$ cat config.mk
export PLATFORM = sky130hd
export DESIGN_NAME = serial_magnitude_comparator
export DESIGN_NICKNAME = d
export VERILOG_FILES = /design/src/rtl/serial_magnitude_comparator.sv
export SDC_FILE = /design/constraint.sdc
export NUM_CORES = 1
export LEC_CHECK = 0
export BUFFER_PORTS_ARGS = -buffer_cell sky130_fd_sc_hd__buf_2
export CORE_UTILIZATION = 40
export DETAILED_ROUTE_END_ITERATION = 8
export PLACE_DENSITY_LB_ADDON = 0.1
export SLEW_MARGIN = 30
export SYNTH_ARGS = -nofsm -noshare
export SYNTH_HDL_FRONTEND = slang
export SYNTH_SLANG_ARGS = --single-unit
$ cat constraint.sdc
create_clock -name clk -period 2.52 [get_ports clk]
set_clock_uncertainty 0.1 [all_clocks]
set_input_delay 0.378 -clock clk [delete_from_list [all_inputs] [get_ports clk]]
set_output_delay 0.378 -clock clk [all_outputs]
set_load 0.03 [all_outputs]
$ cat src/rtl/serial_magnitude_comparator.sv
// Multi-cycle magnitude comparator: walks two N-bit operands MSB-first, CHUNK bits per clock,
// stopping at the first differing chunk and reporting EQ/LT/GT plus the number of chunks examined.
module serial_magnitude_comparator #(
  parameter int N     = 8,
  parameter int CHUNK = 2
) (
  input  logic                         clk,
  input  logic                         rst,
  input  logic                         start,
  input  logic                         signed_mode,
  input  logic [N-1:0]                 A,
  input  logic [N-1:0]                 B,
  output logic                         busy,
  output logic                         done,
  output logic                         EQ,
  output logic                         LT,
  output logic                         GT,
  output logic [$clog2(N/CHUNK):0]     steps
);

  localparam int NCH = N / CHUNK;
  localparam int SW  = $clog2(NCH) + 1;
  localparam int IW  = (NCH > 1) ? $clog2(NCH) : 1;

  typedef enum logic {IDLE, COMPARE} state_t;

  state_t            state, state_n;
  logic [IW-1:0]     idx, idx_n;
  logic [N-1:0]      a_reg, b_reg, a_n, b_n;
  logic [N-1:0]      a_sh, b_sh;
  logic [CHUNK-1:0]  chunk_a, chunk_b;
  logic              busy_n, done_n, eq_n, lt_n, gt_n;
  logic [SW-1:0]     steps_n;

  // Shifting the current chunk up to the MSB end keeps the select constant-width.
  always_comb begin
    a_sh    = a_reg << (CHUNK * int'(idx));
    b_sh    = b_reg << (CHUNK * int'(idx));
    chunk_a = a_sh[N-1 -: CHUNK];
    chunk_b = b_sh[N-1 -: CHUNK];
  end

  always_comb begin
    state_n = state;
    idx_n   = idx;
    a_n     = a_reg;
    b_n     = b_reg;
    busy_n  = busy;
    done_n  = 1'b0;
    eq_n    = EQ;
    lt_n    = LT;
    gt_n    = GT;
    steps_n = steps;
    case (state)
      IDLE: begin
        if (start) begin
          // Inverting the sign bit maps two's-complement order onto unsigned order.
          a_n     = signed_mode ? {~A[N-1], A[N-2:0]} : A;
          b_n     = signed_mode ? {~B[N-1], B[N-2:0]} : B;
          idx_n   = '0;
          busy_n  = 1'b1;
          state_n = COMPARE;
        end
      end
      COMPARE: begin
        if (chunk_a != chunk_b) begin
          lt_n    = (chunk_a < chunk_b);
          gt_n    = !(chunk_a < chunk_b);
          eq_n    = 1'b0;
          steps_n = SW'(idx) + SW'(1);
          done_n  = 1'b1;
          busy_n  = 1'b0;
          state_n = IDLE;
        end else if (idx == IW'(NCH - 1)) begin
          eq_n    = 1'b1;
          lt_n    = 1'b0;
          gt_n    = 1'b0;
          steps_n = SW'(NCH);
          done_n  = 1'b1;
          busy_n  = 1'b0;
          state_n = IDLE;
        end else begin
          idx_n = idx + IW'(1);
        end
      end
      default: state_n = IDLE;
    endcase
  end

  always_ff @(posedge clk or posedge rst) begin
    if (rst) begin
      state <= IDLE;
      idx   <= '0;
      a_reg <= '0;
      b_reg <= '0;
      busy  <= 1'b0;
      done  <= 1'b0;
      EQ    <= 1'b0;
      LT    <= 1'b0;
      GT    <= 1'b0;
      steps <= '0;
    end else begin
      state <= state_n;
      idx   <= idx_n;
      a_reg <= a_n;
      b_reg <= b_n;
      busy  <= busy_n;
      done  <= done_n;
      EQ    <= eq_n;
      LT    <= lt_n;
      GT    <= gt_n;
      steps <= steps_n;
    end
  end

endmodule

# --- Yosys cells after proc, flatten, opt, wreduce, memory -nomap -nowiden ---
# Index checks and enable logic that the tools add are counted.
word_totals:
  in_bits: 20
  output_inout_bits: 8
  ff_bits: 27
  elab_cells: 53
op_classes:
  addsub: 2
  n_reduce_logical: 6
  n_eq_ne: 6
  shifts: 2
  bitwise: 3
  mux: 23
  n_lt_le_gt_ge: 1
op_table:
  columns: ["operator", "count"]
  rows:
  - ["$mux 8", 2]
  - ["$shl 8x3->8", 2]
  - ["$mux 1", 13]
  - ["$mux 2", 3]
  - ["$mux 3", 2]
  - ["$ne 2x2->1 const B", 3]
  - ["$reduce_and 2->1", 3]
  - ["$pmux 1 s2", 2]
  - ["$pmux 2 s2", 1]
  - ["$add 2x1->3 const B", 1]
  - ["$ne 3x1->1 const B", 1]
  - ["$not 1->1", 3]
  - ["$reduce_and 3->1", 1]
  - ["$add 2x1->2 const B", 1]
  - ["$eq 2x2->1 const B", 1]
  - ["$lt 2x2->1", 1]
  - ["$ne 2x2->1", 1]
  - ["$reduce_bool 2->1", 1]
  - ["$logic_not 1->1", 1]

# --- Logic depth before layout (Yosys ltp) ---
depth:
  word_depth: 4
  ltp_mapped: 8
  depth_no_buf: 6

# --- Least setup slack after synthesis ---
# No wires, ideal clock.
synth_path:
  kind: "reg-to-reg"
  startpoint: "register idx[0]"
  endpoint: "register steps[0]"
  n_path_buf: 2
  path_stages_with_launch: 8
  arrival_time_ps: 1799
  path_slack_ps: 495
  required_ps: 2294
  setup_time_ps: 126
  synth_period_minus_slack_ps: 2025
  cell_sequence: "dfrtp_1 -> buf_6 -> mux4_2 -> ha_1 -> a21bo_2 -> buf_2 -> nand3_1 -> o21ai_0"
synth_between:
  elab_chain_len: 4
  elab_cells_between_ends: 8
  classes_between: "add/sub: 1; eq/ne: 2; shift: 2; mux: 1; reduce/logical: 2"
synth_lines:
  columns: ["item", "line_no", "text"]
  rows:
  - ["start: declaration", "28", "logic [IW-1:0] idx, idx_n;"]
  - ["start signal: assignment", "104", "idx <= idx_n;"]
  - ["$shl 8x3->8, on equally long branches", "37, 38", null]
  - ["$ne 2x2->1", "66", "if (chunk_a != chunk_b) begin"]
  - ["$reduce_bool 2->1 (no source line)", null, null]
  - ["$reduce_and 2->1 (no source line)", null, null]
  - ["end signal: assignment", "112", "steps <= steps_n;"]
  - ["end: declaration", "18", "output logic [$clog2(N/CHUNK):0] steps"]
# Several ways; a longest one is shown, not always the timed one.
# A chain may end at the register's enable or synchronous reset.

# --- Final worst setup path ---
layout_path:
  startpoint: "register idx[0]"
  endpoint: "register LT"
layout_between:
  elab_chain_len: 4
  elab_cells_between_ends: 8
  classes_between: "order compare: 1; eq/ne: 2; shift: 2; mux: 1; reduce/logical: 2"
layout_lines:
  columns: ["item", "line_no", "text"]
  rows:
  - ["$shl 8x3->8, on equally long branches", "37, 38", null]
  - ["$ne 2x2->1", "66", null]
  - ["$reduce_bool 2->1 (no source line)", null, null]
  - ["$reduce_and 2->1 (no source line)", null, null]
  - ["end signal: assignment", "110", "LT <= lt_n;"]
  - ["end: declaration", "16", "output logic LT,"]
# Several ways; a longest one is shown, not always the timed one.

==> results.json <==
{
  "r2r_start": "idx[0]",
  "antenna_cells": 0,
  "ir_worst_vdd_uv": 475,
  "rr_worst_depth": 5,
  "overflow": 0,
  "via_per_inst": 5.16,
  "nets": 141,
  "drt_iter0_drc": 15,
  "cp.required_ns": 2.70,
  "die_h_um": 56.7,
  "path_cells": "mux4_2 -> ha_1 -> a21bo_2 -> a211o_1 -> nand2_1",
  "placed_cells": 143,
  "hold_start": "B[0]",
  "synth_top_cell_area_share_pct": 56.5,
  "crit_type": "reg -> reg",
  "grt_max_degree": 28,
  "die-area_um2": 3210,
  "dr.pass1.iters": 4,
  "grt_first_pass_wirelength_um": 3490,
  "wire_per_inst_um": 13.4,
  "cts-htree-levels": 1,
  "multi_input_area_um2": 463,
  "slew_headroom_pct": 72.9,
  "status": "completed",
  "drt-total-wl_um": 1980,
  "hold_viol_final": 0,
  "vias": 764,
  "max-clock-path-buffers": 2,
  "slowest_stage": "dfrtp_1",
  "rsz0062_at_grt": "no",
  "syn_avg_cell_area_um2": 13.7,
  "clk_pin_slew_ns": 0.14,
  "hpwl_um": 1440,
  "crit_arrival_ns": 2.40,
  "timing.rr.end": "LT",
  "cts_tree": "yes",
  "postSynthNetCount": 110,
  "gp_congestion": 0.689,
  "root_buffer": "clkbuf_4",
  "drv_slew": 0,
  "slowest_delay_ns": 0.58,
  "initial_core_util_pct": 42.6,
  "maxCapViolations": 0,
  "seq_area_um2": 676,
  "hold_class": "in -> reg",
  "area_delta_synth_final_pct": 16.2,
  "tightest_slew_ns": 0.405,
  "numCtsBuffers": 3,
  "track_usage_pct": 14.3,
  "antenna_found_initial": 0,
  "grt_pass1_vias": 759,
  "drtAntennaViolNets": 0,
  "ys_seq_area_share_pct": 56.5,
  "path_max_fanout": 12,
  "nFillCells": 279,
  "final_cell_mix": "dfrtp_1, buf_2, mux2_2, inv_1, nand2_1",
  "tns_ns": 0,
  "die_width_um": 56.7,
  "route.detailed.drc": 0,
  "yosysTopAreaCell": "dfrtp_1",
  "pin_count": 28,
  "timing.critical_path.buf_inv": 0,
  "whs_path_depth": 2,
  "r2r_slack_ns": 0.30,
  "post_layout_nonfiller_instances": 148,
  "post_cts_buffers": 0,
  "power-per-cell-area_nw_per_um2": 1200,
  "synthCells": 87,
  "critical-path-top-delay-family": "flip-flops",
  "cts.sinks": 27,
  "synth-seq-cells": 27,
  "fin_crit_ns": 2.22,
  "fin_crit_sh_pct": 88.0,
  "rows": 19,
  "worstSetupStartpointType": "flip-flop",
  "holdPathEnd": "b_reg[0]",
  "syn_area_um2": 1200,
  "setup_viol": 0,
  "io_buffers": 27,
  "synth.distinct_cells": 25,
  "netlist_top_cells_area": "dfrtp_1, mux2_2, mux4_2",
  "fmax_mhz": 451,
  "clk_latency_ns": 0.32,
  "p_leak_nw": 0.667,
  "worstSetupEndpointType": "flip-flop",
  "ys.warnings.count": 0,
  "drive_gt1_share_pct": 44.4,
  "core_area_um2": 2810
}
==> worst reg2reg max path: cells and delay by family, from the launching register on <==
family,cells,cell delay [ns]
flops,1,0.58
mux,1,0.55
fa+ha+maj,1,0.36
compound gates,2,0.54
simple gates,1,0.05
==> timing repair <==
item,CTS,global route
endpoints found under the hold margin,27,0
resized for setup,0,0
hold buffers,1,0
==> routing by layer <==
layer | vias up | track usage, % | share of wire, %
met5 | - | 0 | 0
met2 | 16 | 22.4 | 51
met1 | 381 | 19.0 | 45
met3 | 2 | 2.07 | 3.7
li1 | 365 | - | -
met4 | 0 | 7.50 | 0.86
==> Yosys cell counts <==
cell	instances
ha_1	3
mux4_2	3
xnor2_1	2
buf_2	1
a21boi_0	1
nor2b_1	1
nand4b_1	1
nand2b_4	1
nand2_1	5
a21bo_2	1
o21ai_1	2
a211o_1	1
inv_1	7
a31o_2	1
o22ai_1	1
mux2_2	14
a21oi_1	3
mux4_1	1
dfrtp_1	27
buf_4	2
nand3_1	4
buf_6	1
mux2i_1	1
o21ai_0	1
nor2_1	2
==> layout make-up <==
type | count | area share (%)
flip-flops and latches | 27 | 48.6
multi-input cells | 49 | 33.3
repair buffers | 30 | 11.5
well taps | 31 | 2.79
clock buffers | 4 | 1.89
inverters | 7 | 1.89
==> metrics by stage <==
step | util (%) | setup WS [ns] | instance area (um2) | hold WS [ns] | power, W
after floorplan | - | 0.495 | 1200 | 0.331 | 0.00134
after global placement | 48.3 | 0.358 | 1350 | 0.351 | 0.00148
after detailed placement | 48.3 | 0.326 | 1350 | 0.357 | 0.00150
after CTS | 49.6 | 0.271 | 1390 | 0.156 | 0.00169
after global routing | 49.6 | 0.205 | 1390 | 0.156 | 0.00180
final | 49.6 | 0.301 | 1390 | 0.172 | 0.00167
==> power breakdown <==
part           internal (W)  total (W)  switching [W]
sequential         0.000624   0.000735       0.000111
clock             0.0000619   0.000183       0.000122
combinational      0.000360   0.000751       0.000391
total               0.00105    0.00167       0.000624
==> cell families (layout without fill, tap and decap cells) <==
logic type	count (synthesis)	after routing	share of synthesized area, %
compound gates	11	11	5.96
xor+xnor	2	2	1.46
fa+ha+maj	3	3	3.14
buf+inv	11	41	4.81
flops	27	27	56.5
mux	19	19	21.9
simple gates	14	14	6.28
==> how the worst max path moves through the flow <==
stage           start  endpoint  slack (ns)  cells past startpoint
2_1_floorplan  idx[0]  steps[0]        0.49                      7
3_3_place_gp   idx[0]      busy        0.36                      4
3_5_place_dp   idx[0]      busy        0.33                      4
4_1_cts        idx[0]        LT        0.27                      5
5_1_grt        idx[0]  steps[0]        0.20                      5
6_report       idx[0]        LT        0.30                      5
(Power assumes the default switching activity.)
